### src/rtl/f2s_pkg.sv
// f2s_pkg: shared types and constants for the FPGA-to-SDRAM burst writer.
//   state_e     - writer FSM states (IDLE/AW/W/B/DONE)
//   SIZE_32B, BURST_INCR, RESP_OKAY, CACHE_BUF_MOD - fixed AXI3 field values
//   MAX_BEATS   - longest AXI3 INCR burst
//   BEATS_PER_4K - 32-byte beats in one 4 KB page
//   calc_burst() - beats in the next burst, clipped to 16, the remaining
//                  count and the distance to the next 4 KB boundary
package f2s_pkg;

    typedef enum logic [2:0] {
        ST_IDLE = 3'd0,
        ST_AW   = 3'd1,
        ST_W    = 3'd2,
        ST_B    = 3'd3,
        ST_DONE = 3'd4
    } state_e;

    localparam logic [2:0] SIZE_32B      = 3'b101;
    localparam logic [1:0] BURST_INCR    = 2'b01;
    localparam logic [1:0] RESP_OKAY     = 2'b00;
    localparam logic [3:0] CACHE_BUF_MOD = 4'b0011;

    localparam int unsigned MAX_BEATS    = 16;
    localparam int unsigned BEATS_PER_4K = 128;

    // word_in_4k is addr[11:5]; 128 - word_in_4k is always 1..128.
    function automatic logic [4:0] calc_burst(input logic [26:0] remaining,
                                              input logic [6:0]  word_in_4k);
        logic [7:0] to_boundary;
        logic [4:0] beats;
        to_boundary = 8'(BEATS_PER_4K) - {1'b0, word_in_4k};
        beats       = 5'(MAX_BEATS);
        if (remaining < 27'(MAX_BEATS)) begin
            beats = remaining[4:0];
        end
        if (to_boundary < {3'b000, beats}) begin
            beats = to_boundary[4:0];
        end
        return beats;
    endfunction

endpackage

### src/rtl/f2s_axi_burst_writer_fifo.sv
// f2s_beat_fifo: two-beat prefetch buffer between a 1-cycle-latency BRAM
// and the AXI W channel.
//   clk, reset_n - clock, asynchronous active-low reset
//   fetch_ok     - the owner still wants beats for the current burst
//   pop          - head beat consumed this cycle (only while avail=1)
//   bram_rdata   - BRAM data, valid the cycle after rd_issue
//   rd_issue     - a BRAM read is issued this cycle (owner advances address)
//   avail        - at least one beat is stored or arriving this cycle
//   head         - oldest beat; bypasses straight from BRAM when empty
//
// The read in flight counts as occupying a slot, so a read is issued only
// when stored + in-flight - popping leaves a slot free for it. With a pop
// every cycle this still issues every cycle, sustaining one beat per cycle.
module f2s_beat_fifo #(
    parameter int DATA_W = 256
) (
    input  logic              clk,
    input  logic              reset_n,
    input  logic              fetch_ok,
    input  logic              pop,
    input  logic [DATA_W-1:0] bram_rdata,
    output logic              rd_issue,
    output logic              avail,
    output logic [DATA_W-1:0] head
);

    logic [DATA_W-1:0] entry0_q, entry0_d;
    logic [DATA_W-1:0] entry1_q, entry1_d;
    logic              wr_ptr_q, wr_ptr_d;
    logic              rd_ptr_q, rd_ptr_d;
    logic [1:0]        count_q, count_d;
    logic              pend_q, pend_d;

    logic              stored_pop;
    logic              bypass_pop;
    logic              push;
    logic [2:0]        committed;

    always_comb begin
        entry0_d   = entry0_q;
        entry1_d   = entry1_q;
        wr_ptr_d   = wr_ptr_q;
        rd_ptr_d   = rd_ptr_q;
        count_d    = count_q;

        avail      = (count_q != 2'd0) || pend_q;
        head       = (count_q != 2'd0) ? (rd_ptr_q ? entry1_q : entry0_q) : bram_rdata;

        // An empty buffer hands the arriving BRAM word straight out; it is
        // only stored if nobody takes it this cycle.
        stored_pop = pop && (count_q != 2'd0);
        bypass_pop = pop && (count_q == 2'd0);
        push       = pend_q && !bypass_pop;

        committed  = {1'b0, count_q} + {2'b00, pend_q} - {2'b00, pop};
        rd_issue   = fetch_ok && (committed < 3'd2);
        pend_d     = rd_issue;

        if (push) begin
            if (wr_ptr_q) begin
                entry1_d = bram_rdata;
            end else begin
                entry0_d = bram_rdata;
            end
            wr_ptr_d = ~wr_ptr_q;
        end
        if (stored_pop) begin
            rd_ptr_d = ~rd_ptr_q;
        end
        count_d = count_q + {1'b0, push} - {1'b0, stored_pop};
    end

    always_ff @(posedge clk or negedge reset_n) begin
        if (!reset_n) begin
            entry0_q <= '0;
            entry1_q <= '0;
            wr_ptr_q <= 1'b0;
            rd_ptr_q <= 1'b0;
            count_q  <= 2'd0;
            pend_q   <= 1'b0;
        end else begin
            entry0_q <= entry0_d;
            entry1_q <= entry1_d;
            wr_ptr_q <= wr_ptr_d;
            rd_ptr_q <= rd_ptr_d;
            count_q  <= count_d;
            pend_q   <= pend_d;
        end
    end

endmodule

### src/rtl/f2s_axi_burst_writer.sv
// f2s_axi_burst_writer: copies a block of DATA_W-bit BRAM words (from word 0
// upward) to HPS SDRAM over the f2h_sdram0 AXI3 write channels, splitting it
// into INCR bursts of at most 16 beats that never cross a 4 KB page.
//   clk, reset_n          - clock, asynchronous active-low reset
//   start                 - rising edge starts a transfer (from PIO)
//   start_addr, xfer_len  - byte address / byte length, bits [4:0] ignored
//   done, busy, error     - status back to PIO; error is sticky per transfer
//   stat_beats/stat_cycles- only with F2S_WRITER_STATS_EN: W handshakes and
//                           busy cycles since the last accepted start
//   bram_addr, bram_rdata - BRAM read port, 1-cycle latency
//   aw*, w*, b*           - AXI3 write address / data / response channels
//
// Handshakes: a transfer happens on a clock edge where valid and ready are
// both high. awvalid and wvalid come only from registered state, never from
// awready/wready, and once raised they stay high with a stable payload until
// that edge. bready is high for the whole B state. Only one burst is in
// flight, and AW always completes before its W beats start.
module f2s_axi_burst_writer
    import f2s_pkg::*;
#(
    parameter int         DATA_W  = 256,
    parameter int         ADDR_W  = 32,
    parameter int         BRAM_AW = 10,
    parameter logic [7:0] AXI_ID  = 8'h00
) (
    input  logic                  clk,
    input  logic                  reset_n,
    input  logic                  start,
    input  logic [31:0]           start_addr,
    input  logic [31:0]           xfer_len,
    output logic                  done,
    output logic                  busy,
    output logic                  error,
`ifdef F2S_WRITER_STATS_EN
    output logic [31:0]           stat_beats,
    output logic [31:0]           stat_cycles,
`endif
    output logic [BRAM_AW-1:0]    bram_addr,
    input  logic [DATA_W-1:0]     bram_rdata,
    output logic [ADDR_W-1:0]     awaddr,
    output logic [3:0]            awlen,
    output logic [7:0]            awid,
    output logic [2:0]            awsize,
    output logic [1:0]            awburst,
    output logic [1:0]            awlock,
    output logic [2:0]            awprot,
    output logic [3:0]            awcache,
    output logic                  awvalid,
    input  logic                  awready,
    output logic [DATA_W-1:0]     wdata,
    output logic [DATA_W/8-1:0]   wstrb,
    output logic                  wlast,
    output logic                  wvalid,
    output logic [7:0]            wid,
    input  logic                  wready,
    input  logic [1:0]            bresp,
    input  logic [7:0]            bid,
    input  logic                  bvalid,
    output logic                  bready
);

    state_e               state_q, state_d;
    logic                 start_q, start_d;
    logic [ADDR_W-1:0]    addr_q, addr_d;
    logic [26:0]          remaining_q, remaining_d;
    logic [4:0]           burst_q, burst_d;
    logic [4:0]           beat_cnt_q, beat_cnt_d;
    logic [4:0]           rd_left_q, rd_left_d;
    logic [BRAM_AW-1:0]   rd_addr_q, rd_addr_d;
    logic                 error_q, error_d;

    logic                 start_edge;
    logic                 accept_start;
    logic [26:0]          total_beats;
    logic [26:0]          rem_next;
    logic [ADDR_W-1:0]    addr_next;
    logic                 fetch_ok;
    logic                 rd_issue;
    logic                 fifo_avail;
    logic [DATA_W-1:0]    fifo_head;
    logic                 w_pop;
    logic                 last_beat;
    logic                 unused_inputs;

    assign unused_inputs = ^{bid, start_addr[4:0], xfer_len[4:0]};

    f2s_beat_fifo #(
        .DATA_W (DATA_W)
    ) u_fifo (
        .clk        (clk),
        .reset_n    (reset_n),
        .fetch_ok   (fetch_ok),
        .pop        (w_pop),
        .bram_rdata (bram_rdata),
        .rd_issue   (rd_issue),
        .avail      (fifo_avail),
        .head       (fifo_head)
    );

    // Status and channel controls decode directly from registered state.
    always_comb begin
        awvalid   = (state_q == ST_AW);
        wvalid    = (state_q == ST_W) && fifo_avail;
        bready    = (state_q == ST_B);
        busy      = (state_q == ST_AW) || (state_q == ST_W) || (state_q == ST_B);
        done      = (state_q == ST_DONE);
        error     = error_q;
        last_beat = (beat_cnt_q == (burst_q - 5'd1));
        w_pop     = wvalid && wready;
        // Prefetch begins as soon as the burst's AW is presented.
        fetch_ok  = ((state_q == ST_AW) || (state_q == ST_W)) && (rd_left_q != 5'd0);

        awaddr    = awvalid ? addr_q : '0;
        awlen     = awvalid ? 4'(burst_q - 5'd1) : 4'd0;
        wdata     = wvalid ? fifo_head : '0;
        wlast     = wvalid && last_beat;
        bram_addr = rd_addr_q;

        awid      = AXI_ID;
        wid       = AXI_ID;
        awsize    = SIZE_32B;
        awburst   = BURST_INCR;
        awlock    = 2'b00;
        awprot    = 3'b000;
        awcache   = CACHE_BUF_MOD;
        wstrb     = '1;
    end

    always_comb begin
        state_d      = state_q;
        start_d      = start;
        addr_d       = addr_q;
        remaining_d  = remaining_q;
        burst_d      = burst_q;
        beat_cnt_d   = beat_cnt_q;
        rd_left_d    = rd_left_q;
        rd_addr_d    = rd_addr_q;
        error_d      = error_q;

        start_edge   = start && !start_q;
        accept_start = (state_q == ST_IDLE) && start_edge;
        total_beats  = xfer_len[31:5];
        rem_next     = remaining_q - {22'd0, burst_q};
        addr_next    = addr_q + ADDR_W'({burst_q, 5'b00000});

        case (state_q)
            ST_IDLE: begin
                if (start_edge) begin
                    error_d     = 1'b0;
                    addr_d      = {start_addr[ADDR_W-1:5], 5'b00000};
                    remaining_d = total_beats;
                    burst_d     = calc_burst(total_beats, start_addr[11:5]);
                    rd_left_d   = burst_d;
                    rd_addr_d   = '0;
                    beat_cnt_d  = 5'd0;
                    state_d     = (total_beats == 27'd0) ? ST_DONE : ST_AW;
                end
            end
            ST_AW: begin
                if (awready) begin
                    beat_cnt_d = 5'd0;
                    state_d    = ST_W;
                end
            end
            ST_W: begin
                if (w_pop) begin
                    beat_cnt_d = beat_cnt_q + 5'd1;
                    if (last_beat) begin
                        state_d = ST_B;
                    end
                end
            end
            ST_B: begin
                if (bvalid) begin
                    if (bresp != RESP_OKAY) begin
                        error_d = 1'b1;
                    end
                    addr_d      = addr_next;
                    remaining_d = rem_next;
                    burst_d     = calc_burst(rem_next, addr_next[11:5]);
                    rd_left_d   = burst_d;
                    state_d     = (rem_next == 27'd0) ? ST_DONE : ST_AW;
                end
            end
            ST_DONE: begin
                if (!start) begin
                    state_d = ST_IDLE;
                end
            end
            default: begin
                state_d = ST_IDLE;
            end
        endcase

        // Reads only happen in AW/W, where the case above leaves these alone.
        if (rd_issue) begin
            rd_left_d = rd_left_q - 5'd1;
            rd_addr_d = rd_addr_q + 1'b1;
        end
    end

    always_ff @(posedge clk or negedge reset_n) begin
        if (!reset_n) begin
            state_q     <= ST_IDLE;
            start_q     <= 1'b0;
            addr_q      <= '0;
            remaining_q <= '0;
            burst_q     <= '0;
            beat_cnt_q  <= '0;
            rd_left_q   <= '0;
            rd_addr_q   <= '0;
            error_q     <= 1'b0;
        end else begin
            state_q     <= state_d;
            start_q     <= start_d;
            addr_q      <= addr_d;
            remaining_q <= remaining_d;
            burst_q     <= burst_d;
            beat_cnt_q  <= beat_cnt_d;
            rd_left_q   <= rd_left_d;
            rd_addr_q   <= rd_addr_d;
            error_q     <= error_d;
        end
    end

`ifdef F2S_WRITER_STATS_EN
    logic [31:0] stat_beats_q, stat_beats_d;
    logic [31:0] stat_cycles_q, stat_cycles_d;

    always_comb begin
        stat_beats_d  = stat_beats_q;
        stat_cycles_d = stat_cycles_q;
        if (accept_start) begin
            stat_beats_d  = '0;
            stat_cycles_d = '0;
        end else begin
            if (w_pop && (stat_beats_q != '1)) begin
                stat_beats_d = stat_beats_q + 32'd1;
            end
            if (busy && (stat_cycles_q != '1)) begin
                stat_cycles_d = stat_cycles_q + 32'd1;
            end
        end
    end

    always_ff @(posedge clk or negedge reset_n) begin
        if (!reset_n) begin
            stat_beats_q  <= '0;
            stat_cycles_q <= '0;
        end else begin
            stat_beats_q  <= stat_beats_d;
            stat_cycles_q <= stat_cycles_d;
        end
    end

    assign stat_beats  = stat_beats_q;
    assign stat_cycles = stat_cycles_q;
`endif

endmodule

### config.mk
export PLATFORM = sky130hd
export DESIGN_NAME = f2s_axi_burst_writer
export DESIGN_NICKNAME = d
export VERILOG_FILES = /design/src/rtl/f2s_pkg.sv /design/src/rtl/f2s_axi_burst_writer_fifo.sv /design/src/rtl/f2s_axi_burst_writer.sv
export SDC_FILE = /design/constraint.sdc
export NUM_CORES = 2
export LEC_CHECK = 0
export ABC_AREA = 1
export BUFFER_PORTS_ARGS = -buffer_cell sky130_fd_sc_hd__buf_2
export CAP_MARGIN = 20
export CORE_AREA = 5 5 272 274
export DETAILED_ROUTE_END_ITERATION = 7
export DIE_AREA = 0 0 277 279
export PLACE_DENSITY = 0.85
export SYNTH_ARGS = -nofsm -noshare
export SYNTH_HDL_FRONTEND = slang
export SYNTH_HIERARCHICAL = 1
export SYNTH_SLANG_ARGS = --single-unit
### constraint.sdc
create_clock -name clk -period 10.7 [get_ports clk]
set_input_delay 0.535 -clock clk [delete_from_list [all_inputs] [get_ports clk]]
set_output_delay 0.535 -clock clk [all_outputs]
set_load 0.01 [all_outputs]
==> qor.txt <==
Final hold vios - 0
Core ar. - 71100 sq um
Post-DP HPWL - 67100 um
Row count - 98
Final setup viols - 0
Synth warnings - 6
Drc violations - 0
Peak per-stage delay on the critical path - 900 ps
GP Congestion - 0.903
Slew headroom - 4.54%
Required time of the critical path - 11230 ps
Post-synth EDFFs - 0
Commonest non-fill, non-tap cell in the layout - nand2_1
Pre-CTS setup slack - 5370 ps
FFs w/ async S/R, synth - 100%
CP most frequent cell - nand2_1
Leak Pwr - 21.8 nW
Hold Crit Class - in2reg
Gr usage total - 27.6%
Initial antenna violation count - 43
Ys flop type - dfrtp_1
Die Wd - 277 um
Max IR drop VDD - 265 uV
Max_cap viols - 0
Antenna-violating nets left - 0
Tmin final - 5510 ps
Num Clock Sinks - 601
Critical path fanouts, max - 94
Root Buffer - clkbuf_16
Largest net degree at the start of global routing - 247
DRT Wirelength - 114000 um
Final period util - 51.5%
I/O pin count - 707
Vias - 36.9k
Seq/Total Area, Yosys - 42.6%
Worst setup SP type - flip-flop
Status - completed
Top post-synthesis cells by area - dfrtp_1 (43%), nand2_1 (16%), nand4_1 (9.2%)
Final slew viol count - 0
DIE AREA - 77300 sq um
Vias per std cell - 5.72
Worst Path Arrival - 6040 ps
Measured slew at the worst slew-check pin - 1430 ps
Post-Syn Area - 35300 sq um
Yosys cell types - 49
Crit path max-delay cell type - dfrtp_4
Area fraction of the dominant cell type after synthesis - 42.6%
PD cells - 309 nW/um^2
Port Buffers - 621
Area delta synth->final - 14.8%
Max H-tree Level - 3
WS Path Type - reg2reg
Initial core utilization - 49.7%
Endpoint type of the worst setup path - flip-flop
1st-iter DRT viols - 4931
Post-CTS setup buffers - 0
RSZ-0062 raised after global routing - false
Vias in the first global route - 34.5k
CTS Buf Count - 69
First-pass GRT wire length - 180000 um
Crit path buf inv count - 5
Proportion of layout cells with a drive suffix above 1 - 15.1%
PnR worst setup slack - 5190 ps
Skew final - 31.6 ps
CTS max path bufs - 3
CTS tree - built
Skew-Pair Late Insertion Delay - 610 ps
Most frequent cells in the layout - nand2_1 (1493), nor2_1 (657), buf_2 (620)
CP top delay family - buffers and inverters
Yosys top cell by area - dfrtp_1
Synth Register Bits - 601
Worst-path clk slew - 60 ps
Final net count - 5768
Setup_tns - 0 ps
Die Height - 279 um
Syn avg cell area - 6.97 sq um
Drt first pass iters - 6
Cell count after synthesis - 5067
Crit-path cells - inv_1 > nand2_1 > inv_1 > nor2_1 > inv_8 > nor2_2 > nand2_4 > nand3_4 > buf_4 > buf_4 > nand2_1 > nand2_1
Fmax - 182 MHz
Remaining Overflow, GRT - 0
DR WL/cell - 17.7 um
==> timing repair <==
action | in CTS | in global routing
gates resized for setup | 0 | 0
hold buffers | 1 | 0
hold endpoints to repair | 91 | 0
==> through the flow <==
step / util [%] / hold WS (ps) / instances / total power, mW / instance area, sq um
finish: 57.0 / 87.7 / 6442 / 12.5 / 40600
global route: 57.0 / 55.7 / 6434 / 13.4 / 40500
CTS: 56.8 / 39.2 / 6398 / 12.4 / 40400
detailed placement: 53.6 / 458 / 6278 / 10.0 / 38100
global placement: 53.6 / 453 / 6278 / 9.85 / 38100
floorplan: - / 239 / 5132 / 8.21 / 35600
==> kinds of logic (layout without fill, tap and decap cells) <==
group                      Yosys count  count (layout)  share of synthesized area, %
AOI/OAI and AO/OA                  700             700                          10.3
xor gates and xnor gates            36              36                         0.893
adders and majority gates           30              30                          1.13
buffers and inverters              895            1213                          10.8
DFF                                601             601                          42.6
muxes                                1               1                        0.0319
other                                2             109                        0.0213
and+or+nand+nor                   2802            2802                          34.3
==> synthesized netlist by cell type, drive strengths merged, types with 3 or more instances <==
master  instances
fa              3
nor3           18
a31oi           4
o211ai         16
nand4         518
nor2          671
xnor2           9
o22ai          32
clkbuf        203
ha             27
nor3b           4
o21ai          92
clkinv          3
nand2        1503
nand3          77
dfrtp         601
nor4            7
xor2           27
inv           428
o221ai          3
a21oi         543
buf           261
==> final timing paths <==
kind,startpoint,to,slack (ps),depth (start not counted)
min reg2reg,u_fifo/entry0_q[6]$_DFFE_PN0P_,u_fifo/entry0_q[6]$_DFFE_PN0P_,470,2
max,u_fifo/pend_q$_DFF_PN0_,u_fifo/entry1_q[109]$_DFFE_PN0P_,5190,12
max in group asynchronous,reset_n,u_fifo/wr_ptr_q$_DFFE_PN0P_,7900,4
min in group asynchronous,reset_n,u_fifo/entry0_q[141]$_DFFE_PN0P_,560,2
max reg2reg,u_fifo/pend_q$_DFF_PN0_,u_fifo/entry1_q[109]$_DFFE_PN0P_,5190,12
min,start,start_q$_DFF_PN0_,90,1
==> power breakdown <==
group | switching, mW | internal, mW
registers | 0.685 | 3.28
clock network | 0.995 | 1.37
logic | 4.23 | 1.97
total | 5.91 | 6.61
==> area by class of cell <==
type                    instances  area (sq um)
fillers                      6481         30600
multi-input cells            3636         16800
flip-flops and latches        601         15100
repair buffers                663          3550
clock buffers                  98          2010
inverters                     431          1650
well taps                     950          1190
clock inverters                21           233
diodes                         42           105
==> routing by layer <==
| metal | share of wire, % | track usage (%) | up-vias | wire length, um |
|---|---|---|---|---|
| met2 | 48 | 44.5 | 2050 | 54400 |
| met1 | 39 | 36.2 | 17426 | 44300 |
| met3 | 9.1 | 4.74 | 317 | 10400 |
| li1 | - | - | 17063 | - |
| met4 | 4.3 | 14.0 | 10 | 4960 |
| met5 | 0.054 | 0 | - | 62 |
==> flip-flops by register name, summed over array words and instances, names as in the netlist, 5 cells and up <==
name             cells
addr_q              27
beat_cnt_q           5
bram_addr           10
burst_q              5
rd_left_q            5
remaining_q         27
u_fifo/entry0_q    256
u_fifo/entry1_q    256
==> worst register-to-register path, stage by stage (launching register included) <==
cell	delay [ps]
dfrtp_4	900
inv_1	230
nand2_1	120
inv_1	80
nor2_1	340
inv_8	230
nor2_2	420
nand2_4	550
nand3_4	420
buf_4	710
buf_4	1010
nand2_1	300
nand2_1	120
(Power assumes the default switching activity.)
